## config.mk

```make
export PLATFORM = sky130hd
export DESIGN_NAME = instruction_fetch
export DESIGN_NICKNAME = d
export VERILOG_FILES = /design/src/rtl/macpu_fetch_pkg.sv /design/src/rtl/fetch_queue.sv /design/src/rtl/instruction_fetch.sv
export SDC_FILE = /design/constraint.sdc
export NUM_CORES = 1
export LEC_CHECK = 0
export CORE_ASPECT_RATIO = 0.9
export CORE_MARGIN = 4
export CORE_UTILIZATION = 57
export DETAILED_ROUTE_END_ITERATION = 12
export PLACE_DENSITY_LB_ADDON = 0.25
export SYNTH_ARGS = -nofsm -noshare
export SYNTH_HDL_FRONTEND = slang
export SYNTH_SLANG_ARGS = --single-unit
```

## constraint.sdc

```tcl
create_clock -name clk -period 4.95 [get_ports clk]
set_clock_uncertainty 0.2 [all_clocks]
set_input_delay 0.99 -clock clk [delete_from_list [all_inputs] [get_ports clk]]
set_output_delay 0.99 -clock clk [all_outputs]
set_load 0.05 [all_outputs]
```

## src/rtl/macpu_fetch_pkg.sv

```systemverilog
// rtl/macpu_fetch_pkg.sv - shared types and defaults for the instruction fetch stage
package macpu_fetch_pkg;

   // Default geometry; the address width has to track the PC width.
   localparam int ADDR_W_DEF = 16;
   localparam int DATA_W_DEF = 16;
   localparam int DEPTH_DEF  = 4;

   // Fetch controller states.
   typedef enum logic [1:0] {
      ST_IDLE  = 2'd0,
      ST_REQ   = 2'd1,
      ST_DRAIN = 2'd2
   } fetch_state_t;

   // Each queue entry carries the fetch address above the instruction word.
   function automatic int entry_width(input int addr_w, input int data_w);
      return addr_w + data_w;
   endfunction

   localparam int ENTRY_W_DEF = ADDR_W_DEF + DATA_W_DEF;

endpackage

```

## src/rtl/fetch_queue.sv

```systemverilog
// rtl/fetch_queue.sv - prefetch FIFO with flush, occupancy count and registered head
module fetch_queue
   import macpu_fetch_pkg::*;
#(
   parameter  int WIDTH = ENTRY_W_DEF,
   parameter  int DEPTH = DEPTH_DEF,
   localparam int PTR_W = $clog2(DEPTH),
   localparam int CNT_W = PTR_W + 1
) (
   input  logic             clk,
   input  logic             n_rst,
   input  logic             flush,
   input  logic             enq,
   input  logic [WIDTH-1:0] enq_data,
   input  logic             deq,
   output logic [CNT_W-1:0] count,
   output logic [WIDTH-1:0] head
);

   logic [WIDTH-1:0] mem [DEPTH];
   logic [PTR_W-1:0] wr_ptr;
   logic [PTR_W-1:0] rd_ptr;
   logic [PTR_W-1:0] rd_ptr_n;
   logic [CNT_W-1:0] count_n;
   logic [WIDTH-1:0] head_n;

   // Next read pointer, occupancy and head word; a word written into the slot
   // that becomes the head this cycle is bypassed straight into the head register.
   always_comb begin
      rd_ptr_n = rd_ptr + PTR_W'(deq);
      count_n  = count + CNT_W'(enq) - CNT_W'(deq);
      head_n   = head;
      if (count_n != '0) begin
         if (enq && (wr_ptr == rd_ptr_n)) begin
            head_n = enq_data;
         end else begin
            head_n = mem[rd_ptr_n];
         end
      end
   end

   // Entry storage; only the write pointer slot is ever touched.
   always_ff @(posedge clk) begin
      if (enq && !flush) begin
         mem[wr_ptr] <= enq_data;
      end
   end

   // Pointers, count and head register; flush empties the queue at the edge.
   always_ff @(posedge clk or negedge n_rst) begin
      if (!n_rst) begin
         wr_ptr <= '0;
         rd_ptr <= '0;
         count  <= '0;
         head   <= '0;
      end else if (flush) begin
         wr_ptr <= '0;
         rd_ptr <= '0;
         count  <= '0;
         head   <= '0;
      end else begin
         wr_ptr <= wr_ptr + PTR_W'(enq);
         rd_ptr <= rd_ptr_n;
         count  <= count_n;
         head   <= head_n;
      end
   end

endmodule

```

## src/rtl/instruction_fetch.sv

```systemverilog
// rtl/instruction_fetch.sv - fetch stage between program counter and decoder
module instruction_fetch
   import macpu_fetch_pkg::*;
#(
   parameter  int ADDR_W = ADDR_W_DEF,
   parameter  int DATA_W = DATA_W_DEF,
   parameter  int DEPTH  = DEPTH_DEF,
   localparam int CNT_W  = $clog2(DEPTH) + 1
) (
   input  logic              clk,
   input  logic              n_rst,
   input  logic [ADDR_W-1:0] i_pc_address,
   output logic              o_pc_address_en,
   output logic              o_pc_lock,
   input  logic              i_flush,
   output logic              o_mem_req,
   output logic [ADDR_W-1:0] o_mem_addr,
   input  logic              i_mem_ack,
   input  logic [DATA_W-1:0] i_mem_data,
   output logic              o_instr_valid,
   output logic [DATA_W-1:0] o_instr,
   output logic [ADDR_W-1:0] o_instr_addr,
   input  logic              i_instr_ready,
   output logic [CNT_W-1:0]  o_queue_count
);

   localparam int              ENTRY_W = entry_width(ADDR_W, DATA_W);
   localparam logic [CNT_W-1:0] FULL   = CNT_W'(DEPTH);

   fetch_state_t       state;
   fetch_state_t       state_n;
   logic [ADDR_W-1:0]  drain_addr;
   logic [CNT_W-1:0]   count;
   logic [CNT_W-1:0]   count_after_deq;
   logic [CNT_W-1:0]   count_after_both;
   logic [ENTRY_W-1:0] head;
   logic               deq;
   logic               enq;

   // The head is offered only when present and not being thrown away by a redirect.
   assign o_instr_valid    = (count != '0) && !i_flush;
   assign deq              = o_instr_valid && i_instr_ready;
   assign count_after_deq  = count - CNT_W'(deq);
   assign count_after_both = count + CNT_W'(1) - CNT_W'(deq);

   assign o_instr_addr  = head[ENTRY_W-1 -: ADDR_W];
   assign o_instr       = head[DATA_W-1:0];
   assign o_queue_count = count;

   // The PC address path is disabled while draining a stale request and in reset.
   assign o_pc_address_en = n_rst && (state != ST_DRAIN);

   // Next state and handshake outputs; the PC is released only on an accepted ack.
   always_comb begin
      state_n    = state;
      o_mem_req  = 1'b0;
      o_mem_addr = i_pc_address;
      o_pc_lock  = 1'b1;
      enq        = 1'b0;
      case (state)
         ST_IDLE: begin
            if (!i_flush && (count_after_deq < FULL)) begin
               state_n = ST_REQ;
            end
         end
         ST_REQ: begin
            o_mem_req = 1'b1;
            if (i_flush) begin
               state_n = i_mem_ack ? ST_IDLE : ST_DRAIN;
            end else if (i_mem_ack) begin
               enq       = 1'b1;
               o_pc_lock = 1'b0;
               if (!(count_after_both < FULL)) begin
                  state_n = ST_IDLE;
               end
            end
         end
         ST_DRAIN: begin
            o_mem_req  = 1'b1;
            o_mem_addr = drain_addr;
            if (i_mem_ack) begin
               state_n = ST_IDLE;
            end
         end
         default: begin
            state_n = ST_IDLE;
         end
      endcase
   end

   // State register.
   always_ff @(posedge clk or negedge n_rst) begin
      if (!n_rst) begin
         state <= ST_IDLE;
      end else begin
         state <= state_n;
      end
   end

   // Freeze the outstanding address when a redirect abandons a request mid-flight,
   // since the PC moves to the new target at the same edge.
   always_ff @(posedge clk or negedge n_rst) begin
      if (!n_rst) begin
         drain_addr <= '0;
      end else if ((state == ST_REQ) && i_flush && !i_mem_ack) begin
         drain_addr <= i_pc_address;
      end
   end

   fetch_queue #(
      .WIDTH (ENTRY_W),
      .DEPTH (DEPTH)
   ) u_queue (
      .clk      (clk),
      .n_rst    (n_rst),
      .flush    (i_flush),
      .enq      (enq),
      .enq_data ({i_pc_address, i_mem_data}),
      .deq      (deq),
      .count    (count),
      .head     (head)
   );

endmodule
```

==> results.md, run 1 <==
- CTS H-tree lvls: 4
- Leading area contributor after synthesis: edfxtp_1
- Post-DRT Antenna Nets: 0
- P_leak: 3.752 nW
- Synth top area cells: edfxtp_1, dfrtp_1, o221ai_1, o221ai_2, mux2_2
- Design area: 10,420 µm²
- Row count: 42
- Drt wl/cell: 22.85 µm
- Most used DFF post-synth: edfxtp_1
- I/O pins: 92
- N_diodes: 0
- Setup TNS Final: 0 ns
- TritonCTS clock tree: done
- FFs w/ async S/R, synth: 30.81%
- 1st-iter DRT viols: 807
- Commonest cells post-synth: edfxtp_1, nand2_1, o21ai_0, o221ai_1, dfrtp_1
- Netlist cell types: 49
- Hold Buf Count CTS: 0
- Mean post-synth cell area: 12.52 µm²
- Total GRT Usage: 25.55%
- Routed Wire Length: 22.37 mm
- First-pass DRT Iterations: 5
- Initial core utilization: 59.19%
- Number of global-route vias before repair: 6,606
- Max Buffers Root-to-Sink: 2
- Skew-Pair Late Insertion Delay: 0.43 ns
- Post-synth top area share: 43.36%
- Number of flops mapped to enable cells by yosys: 128
- Core Area: 14,980 µm²
- First-pass GRT wire length: 35.41 mm
- Clock root buffer: clkbuf_16
- Worst Setup End Kind: output pin
- Final net count: 813
- DP Worst Slack: 0.5205 ns
- Total of max-cap violations: 0
- Reg2reg path depth: 12
- Yosys reg bits: 185
- Peak fanout along the critical path: 5
- End of the worst hold path: drain_addr[13]
- Area after DPL: 9821 µm²
- Crit share post-route: 84.52%
- Hold depth: 2
- Die W: 139.5 µm
- Worst r2r src: state[1]
- Final Hold Violating Endpoints: 0
- Final worst setup slack: 0.7662 ns
- Area grow syn2layout: 17.59%
- Final min period: 4.184 ns
- Post-CTS sizing: 0
- Worst EP arrival: 2.99 ns
- Yosys warning count: 0
- HP Start: drain_addr[13]
- Vias per cell: 6.561
- Pin count of the biggest net entering global routing: 70
- PwrDens: 533.6 nW/µm²
- Mapped cell area: 8865 µm²
- DRC: 0
- Clock-pin slew on the worst setup and hold paths: 0.06 ns
- Register area share after synthesis: 59.45%
- Initial antenna violation count: 0
- RSZ-0062 raised after global routing: false
- Die area: 17,610 µm²
- Most common cell in the synthesized netlist: edfxtp_1
- Setup Crit Path Kind: input port to output pin
- Hold Crit Class: flop to flop
- Slew headroom: 20.11%
- Port-buffer cells: 91
- Final setup violation count: 0
- CTS sink count: 185
- Hold Slack: 0.2831 ns
- Worst R2R End: u_queue.head[24]
- Max-slew violation count: 0
- Final Wtd Congestion: 0.8172
- Via Count: 6,423
- Critical Path Source Type: input port
- Required time worst endpoint: 3.76 ns
- Fillers: 1,039
- Reg2Reg Setup Slack: 1.22 ns
- Post-CTS Setup Bufs: 0
- Final Core Density: 69.60%
- Grt total ovfl: 0
- Max Clk Rate: 0.2390 GHz
- Share of cells above drive strength 1: 16.26%
- Outcome: completed
- Cells after Synth: 708
- Syn nets: 753
- Worst Tran Pin Value: 1.198 ns
- Final HPWL DP: 12.69 mm
- CTS buffer count: 17
- Worst vdd ir: 0.3821 mV
- Die Span Y: 126.3 µm
==> registers in the layout, summed over array words and instances, names as in the netlist <==
signal	cells
drain_addr	16
state	2
u_queue.count	3
u_queue.head	32
u_queue.mem	128
u_queue.rd_ptr	2
u_queue.wr_ptr	2
==> power breakdown <==
part           internal, mW  switching [mW]
Sequential             1.87           0.133
Combinational         0.735            1.45
Clock                 0.797           0.583
==> cell type report <==
type | instances | area [µm²] | area share, %
Inverter | 42 | 157.7 | 1.512
Timing Repair Buffer | 107 | 1026 | 9.843
Clock inverter | 14 | 173.9 | 1.668
Clock buffer | 18 | 429.2 | 4.117
Sequential cell | 185 | 5273 | 50.58
Tap cell | 198 | 247.7 | 2.377
Multi-Input combinational cell | 415 | 3117 | 29.90
==> critical path, cell delays in order <==
cell and delay (ns):
clkdlybuf4s50_1 0.58, inv_1 0.12, o21ai_0 0.41, clkdlybuf4s50_1 0.90
==> per-stage QoR <==
stage / instances / total power [mW]
finish: 979 / 5.562
global route: 979 / 5.814
CTS: 979 / 5.570
detailed placement: 947 / 4.196
global placement: 947 / 4.118
floorplan: 708 / 3.636
==> worst max-delay path by stage <==
stage / slack (ns) / cells past startpoint / from / to
floorplan: 0.44 / 5 / i_flush / u_queue.mem[0][0]
global placement: 0.61 / 14 / i_flush / u_queue.head[24]
detailed placement: 0.52 / 14 / i_flush / u_queue.head[24]
CTS: 0.79 / 5 / state[0] / o_mem_addr[6]
global route: 0.59 / 5 / state[0] / o_mem_addr[7]
finish: 0.77 / 4 / i_pc_address[6] / o_mem_addr[6]
==> metal layers <==
layer / up-vias / track usage (%) / wire, µm
met2: 348 / 41.90 / 10870
met5: - / 0 / 0
met4: 0 / 9.033 / 464
met3: 47 / 5.871 / 1985
li1: 2842 / - / -
met1: 3186 / 33.86 / 9049
==> logic make-up after synthesis <==
family,Yosys count,share of synthesized area [%]
and+or+nand+nor,131,6.323
buffers and inverters,108,5.744
AOI/OAI and AO/OA,235,22.30
muxes,33,4.178
adders and majority gates,8,1.214
DFF,185,59.45
xor gates and xnor gates,8,0.7903
==> layout by cell type, fill, tap and decap left out, drive strengths merged, types with 2 or more instances in the layout <==
cell type and count:
nor2 43, nor3 3, xor2 4, mux2 32
inv 44, a21oi 4, nand2 69, clkdlybuf4s50 90
edfxtp 128, o31ai 31, clkinvlp 4, clkbuf 18
or3 2, dfrtp 57, nor2b 5, o21ai 65
o221ai 94, and3 2, o211ai 2, bufinv 3
xnor2 4, clkinv 5, buf 17, ha 7
a22o 31
Note: power is estimated with default switching activity, not from simulation.
==> run 2, diff against run 1 <==
clock period = 4.4 ns   (was 4.95 ns; I/O delays follow)
==> results.md, run 2 (synthesis gave the netlist of run 1 again) <==
- Pin count of the biggest net entering global routing: 70 (unchanged)
- Setup Crit Path Kind: flop to output pin (was input port to output pin)
- Metal3 WL: 1.975 mm (was 1.985 mm)
- Final Core Density: 69.80% (was 69.60%)
- First-pass GRT wire length: 35.15 mm (was 35.41 mm)
- Fillers: 1,040 (was 1,039)
- Core Area: 14,980 µm² (unchanged)
- First-pass DRT Iterations: 5 (unchanged)
- CTS buffer count: 17 (unchanged)
- Share of cells above drive strength 1: 16.54% (was 16.26%)
- Critical Path Source Type: flop (was input port)
- Worst Setup End Kind: output pin (unchanged)
- Total power: 6.227 mW (was 5.562 mW)
- Initial core utilization: 59.19% (unchanged)
- Max-slew violation count: 0 (unchanged)
- Required time worst endpoint: 3.32 ns (was 3.76 ns)
- Biggest register: u_queue.mem (unchanged)
- CTS sink count: 185 (unchanged)
- Final net count: 818 (was 813)
- Hold Slack: 0.2805 ns (was 0.2831 ns)
- Met2 Wirelength: 10.77 mm (was 10.87 mm)
- Post-DRT Antenna Nets: 0 (unchanged)
- Area after DPL: 9868 µm² (was 9821 µm²)
- P_leak: 3.787 nW (was 3.752 nW)
- DP Worst Slack: 0.2145 ns (was 0.5205 ns)
- Skew-Pair Late Insertion Delay: 0.43 ns (about the same)
- Most common cell after layout, fill and taps aside: edfxtp_1 (unchanged)
- Total of max-cap violations: 0 (unchanged)
- Drt wl/cell: 22.44 µm (was 22.85 µm)
- Port-buffer cells: 91 (unchanged)
- Hold Buf Count CTS: 0 (unchanged)
- Final HPWL DP: 12.79 mm (was 12.69 mm)
- Critical path, cell by cell: inv_1 -> ha_1 -> nand2_1 -> o21ai_0 -> clkdlybuf4s50_1 (was clkdlybuf4s50_1 -> inv_1 -> o21ai_0 -> clkdlybuf4s50_1)
- CP peak stage delay: 0.87 ns (was 0.90 ns)
- CP max-delay cell: clkdlybuf4s50_1 (unchanged)
- Max Used Layer: met4 (unchanged)
- Largest register FFs: 128 (unchanged)
- Finished Layout Cells: 984 (was 979)
- Area occupied by multi-input gates: 3117 µm² (unchanged)
- Via Count: 6,454 (was 6,423)
- Final min period: 3.984 ns
- Row count: 42 (unchanged)
- Die area: 17,610 µm² (unchanged)
- Worst Tran Pin Value: 1.052 ns (was 1.198 ns)
- CTS H-tree lvls: 4 (unchanged)
- Cells after DPL: 952 (was 947)
- Max Buffers Root-to-Sink: 2 (unchanged)
- Die Span Y: 126.3 µm (unchanged)
- Final setup violation count: 0 (unchanged)
- Hold Crit Class: flop to flop (unchanged)
- I/O pins: 92 (unchanged)
- Peak fanout along the critical path: 34 (was 5)
- Setup TNS Final: 0 ns (unchanged)
- Area grow syn2layout: 17.93% (was 17.59%)
- Metal-1 WL: 9.013 mm (was 9.049 mm)
- Final Hold Violating Endpoints: 0 (unchanged)
- Number of global-route vias before repair: 6,606 (unchanged)
- Vias per cell: 6.559 (was 6.561)
- Clock-pin slew on the worst setup and hold paths: 0.06 ns (about the same)
- Outcome: completed (unchanged)
- Largest registers: u_queue.mem: 128 flops, u_queue.head: 32 flops, drain_addr: 16 flops (unchanged)
- Post-CTS Setup Bufs: 0 (unchanged)
- Worst vdd ir: 0.4332 mV (was 0.3821 mV)
- DRC: 0 (unchanged)
- Register area: 5273 µm² (unchanged)
- Grt total ovfl: 0 (unchanged)
- Slew headroom: 29.69% (was 20.11%)
- RSZ-0062 raised after global routing: false (unchanged)
- Die W: 139.5 µm (unchanged)
- Final Wtd Congestion: 0.7829 (was 0.8172)
- 1st-iter DRT viols: 693 (was 807)
- N_diodes: 0 (unchanged)
- Final worst setup slack: 0.4162 ns (was 0.7662 ns)
- Initial antenna violation count: 0 (unchanged)
- Max Clk Rate: 0.2510 GHz
- Most frequent cells in the layout: edfxtp_1, clkdlybuf4s50_1, nand2_1 (unchanged)
- Design area: 10,450 µm² (was 10,420 µm²)
- Clock root buffer: clkbuf_16 (unchanged)
- Worst EP arrival: 2.90 ns (was 2.99 ns)
- Routed Wire Length: 22.08 mm (was 22.37 mm)
- TritonCTS clock tree: done (unchanged)
- Crit share post-route: 90.54%
- PwrDens: 595.7 nW/µm² (was 533.6 nW/µm²)
- Post-CTS sizing: 0 (unchanged)
- Total GRT Usage: 25.22% (was 25.55%)
run 2: final timing paths:
| path | from | cells after the start | slack [ns] | end |
|---|---|---|---|---|
| hold / removal | drain_addr[12] | 2 | 0.28 | drain_addr[12] |
| setup reg to reg | u_queue.count[2] | 12 | 1.08 | u_queue.head[23] |
| setup / recovery | state[0] | 5 | 0.42 | o_mem_addr[6] |
| min in group asynchronous | n_rst | 2 | 0.45 | drain_addr[2] |
| hold reg to reg | drain_addr[12] | 2 | 0.28 | drain_addr[12] |
| max in group asynchronous | n_rst | 2 | 2.99 | u_queue.rd_ptr[0] |
run 2: power by group:
part | switching (mW) | internal [mW]
registers | 0.152 | 2.10
logic | 1.62 | 0.840
clock network | 0.627 | 0.889
run 2: routing by layer:
metal / GRT usage (%) / vias up
li1: - / 2869
met1: 34.02 / 3206
met2: 41.36 / 349
met3: 5.495 / 30
met4: 7.998 / 0
met5: 0 / -
run 2: worst max-delay path: cells and delay by family, from the launching register on:
kind / cells / cell delay (ns)
adder cells (fa/ha/maj): 1 / 0.82
flip-flops: 1 / 0.40
AO/OA/AOI/OAI: 1 / 0.17
AND/OR/NAND/NOR: 1 / 0.11
buffers and inverters: 2 / 0.97
run 2: final cells by class:
type / count / share of cell area [%]
Clock buffer: 19 / 4.141
Clock inverter: 13 / 1.460
Inverter: 42 / 1.508
Multi-Input combinational cell: 415 / 29.81
Sequential cell: 185 / 50.44
Tap cell: 198 / 2.370
Timing Repair Buffer: 112 / 10.27
==> run 3, diff against run 2 <==
CORE_UTILIZATION = 40   (was 57)
GPL_TIMING_DRIVEN = 0   (was default)
clock period = 4.6 ns   (was 4.4 ns; I/O delays follow)
==> results.md, run 3 (synthesis gave the netlist of run 1 again) <==
- Critical path, cell by cell: clkdlybuf4s50_1 -> nand2b_1 -> buf_2 -> nor2_4 -> inv_2 -> buf_4 -> ha_1 -> inv_1 -> ha_1 -> inv_1 -> fa_1 -> nor2b_1 -> a21o_1 -> a211o_4 -> buf_12 -> o221ai_2 (was inv_1 -> ha_1 -> nand2_1 -> o21ai_0 -> clkdlybuf4s50_1)
- Worst Tran Pin Value: 0.8553 ns (was 1.052 ns)
- Area occupied by multi-input gates: 3108 µm² (was 3117 µm²)
- Post-DRT Antenna Nets: 0 (unchanged)
- CP peak stage delay: 0.52 ns (was 0.87 ns)
- Pin count of the biggest net entering global routing: 59 (was 70)
- CP max-delay cell: clkdlybuf4s50_1 (unchanged)
- Post-CTS Setup Bufs: 0 (unchanged)
- Worst Setup End Kind: flop (was output pin)
- Core Area: 21,700 µm² (was 14,980 µm²)
- First-pass GRT wire length: 37.36 mm (was 35.15 mm)
- Worst r2r src: u_queue.count[2] (unchanged)
- Most common cell after layout, fill and taps aside: edfxtp_1 (unchanged)
- Critical Path Source Type: input port (was flop)
- TritonCTS clock tree: done (unchanged)
- Crit share post-route: 95.23%
- Die area: 24,610 µm² (was 17,610 µm²)
- RSZ-0062 raised after global routing: false (unchanged)
- CP top delay family: buffers and inverters (unchanged)
- Buffers plus inverters on the worst setup path: 7 (was 2)
- 1st-iter DRT viols: 602 (was 693)
- Fillers: 1,892 (was 1,040)
- PwrDens: 570.3 nW/µm² (was 595.7 nW/µm²)
- Final setup violation count: 0 (unchanged)
- Via Count: 6,423 (was 6,454)
- P_sw: 2.393 mW (was 2.398 mW)
- Switching share of power: 38.63% (was 38.51%)
- P_leak: 3.894 nW (was 3.787 nW)
- CTS buffer count: 17 (unchanged)
- HP Start: drain_addr[9] (was drain_addr[12])
- First-pass DRT Iterations: 5 (unchanged)
- Total of max-cap violations: 0 (unchanged)
- Hold Buf Count CTS: 0 (unchanged)
- Final Wtd Congestion: 0.7959 (was 0.7829)
- Final Hold Violating Endpoints: 0 (unchanged)
- Biggest register: u_queue.mem (unchanged)
- Outcome: completed (unchanged)
- Most frequent cells in the layout: edfxtp_1, clkdlybuf4s50_1, nand2_1 (unchanged)
- Setup Crit Path Kind: input port to flop (was flop to output pin)
- Pint: 3.801 mW (was 3.829 mW)
- Final net count: 867 (was 818)
- Clk pwr share: 24.1% (was 24.3%)
- Register area: 5270 µm² (was 5273 µm²)
- Peak fanout along the critical path: 19 (was 34)
- Final HPWL DP: 15.99 mm (was 12.79 mm)
- DRC: 0 (unchanged)
- Die Span Y: 149.2 µm (was 126.3 µm)
- CTS sink count: 185 (unchanged)
- Max Clk Rate: 0.2283 GHz
- Required time worst endpoint: 4.75 ns (was 3.32 ns)
- Grt total ovfl: 0 (unchanged)
- CTS H-tree lvls: 4 (unchanged)
- Initial antenna violation count: 0 (unchanged)
- Vias per cell: 5.704 (was 6.559)
- End of the worst hold path: drain_addr[9] (was drain_addr[12])
- I/O pins: 92 (unchanged)
- Clock-pin slew on the worst setup and hold paths: 0.07 ns (was 0.06 ns)
- Reg2Reg Setup Slack: 0.70 ns (was 1.08 ns)
- Number of global-route vias before repair: 6,462 (was 6,606)
- Largest registers: u_queue.mem: 128 flops, u_queue.head: 32 flops, drain_addr: 16 flops (unchanged)
- Hold Crit Class: flop to flop (unchanged)
- Initial core utilization: 40.86% (was 59.19%)
- Largest register FFs: 128 (unchanged)
- Port-buffer cells: 91 (unchanged)
- Hold depth: 2 (unchanged)
- Max-slew violation count: 0 (unchanged)
- Worst R2R End: u_queue.head[9] (was u_queue.head[23])
- Post-CTS sizing: 6 (was 0)
- Final Core Density: 50.06% (was 69.80%)
- Max Buffers Root-to-Sink: 2 (unchanged)
- Worst vdd ir: 0.2935 mV (was 0.4332 mV)
- N_diodes: 0 (unchanged)
- Share of cells above drive strength 1: 16.53% (was 16.54%)
- Area grow syn2layout: 22.51% (was 17.93%)
- Die W: 164.9 µm (was 139.5 µm)
- Worst EP arrival: 4.53 ns (was 2.90 ns)
- Clock root buffer: clkbuf_16 (unchanged)
- Total GRT Usage: 20.05% (was 25.22%)
- Gate power share: 41.5% (was 39.5%)
- Hold Slack: 0.2787 ns (was 0.2805 ns)
- Slew headroom: 42.98% (was 29.69%)
- Drt wl/cell: 21.43 µm (was 22.44 µm)
- Routed Wire Length: 24.13 mm (was 22.08 mm)
- Row count: 51 (was 42)
- Skew-Pair Late Insertion Delay: 0.44 ns (was 0.43 ns)
- Final min period: 4.381 ns
- Sequential Power Share: 34.4% (was 36.2%)
- Reg2reg path depth: 15 (was 12)
[run 3: cell types whose count changed in the layout (fill, tap and decap cells not counted), moves of 3 or more]
cell / before / now
buf_2: 1 / 13
buf_6: 0 / 7
buf_4: 21 / 3
clkbuf_4: 0 / 3
buf_1: 0 / 3
clkbuf_1: 2 / 38
buf_12: 1 / 5
[run 3: how the worst max path moves through the flow]
| stage | startpoint | endpoint | slack [ns] | cells past startpoint |
|---|---|---|---|---|
| 3_3_place_gp | i_flush | u_queue.mem[0][10] | -2.18 | 6 |
| 4_1_cts | i_flush | u_queue.head[1] | 0.09 | 17 |
| 6_report | i_flush | u_queue.head[9] | 0.22 | 16 |
| 3_5_place_dp | i_flush | u_queue.head[25] | -0.75 | 18 |
| 2_1_floorplan | i_flush | u_queue.mem[0][0] | 0.16 | 5 |
| 5_1_grt | i_flush | u_queue.head[22] | 0.09 | 16 |
[run 3: area by class of cell]
class | instances | area share [%]
tap | 291 | 3.353
clock inverter | 12 | 1.382
clock buffer | 20 | 4.113
inverter | 42 | 1.452
buffer | 64 | 3.260
timing repair buffer | 97 | 9.297
sequential | 185 | 48.53
multi-input combinational | 415 | 28.62
[run 3: worst register-to-register path, cell delays in order (launching register included)]
cell      delay, ns
dfrtp_1        0.47
nor3_2         0.39
buf_6          0.22
nor2_4         0.08
inv_2          0.07
buf_4          0.26
ha_1           0.29
inv_1          0.07
ha_1           0.14
inv_1          0.05
fa_1           0.47
nor2b_1        0.18
a21o_1         0.19
a211o_4        0.38
buf_12         0.18
o221ai_2       0.16
[run 3: through the flow]
step                setup TNS (ns)  setup WS (ns)  power [mW]  instance area (µm²)  instances
floorplan                        0         0.1629       3.912                 8865        708
global placement           -130.31         -2.184       4.673                10140       1090
detailed placement          -21.63        -0.7478       4.713                10260       1096
CTS                              0        0.08688       6.218                10860       1127
global route                     0        0.09175       6.496                10860       1126
finish                           0         0.2193       6.194                10860       1126
[run 3: power by group through the flow]
stage / Clock, mW / Sequential, mW / Combinational [mW]
2_1_floorplan: 0 / 2.44 / 1.47
3_3_place_gp: 0 / 2.17 / 2.51
3_5_place_dp: 0 / 2.16 / 2.55
4_1_cts: 1.51 / 2.13 / 2.57
5_1_grt: 1.59 / 2.15 / 2.75
6_report: 1.49 / 2.13 / 2.57
[run 3: metal layers]
layer / GRT usage (%) / vias to the layer above / part of all wire (%)
met5: 0 / - / 0
met4: 4.823 / 0 / 1.2
met3: 4.587 / 28 / 6.4
met2: 30.14 / 234 / 45
met1: 29.61 / 3205 / 48
li1: - / 2956 / -
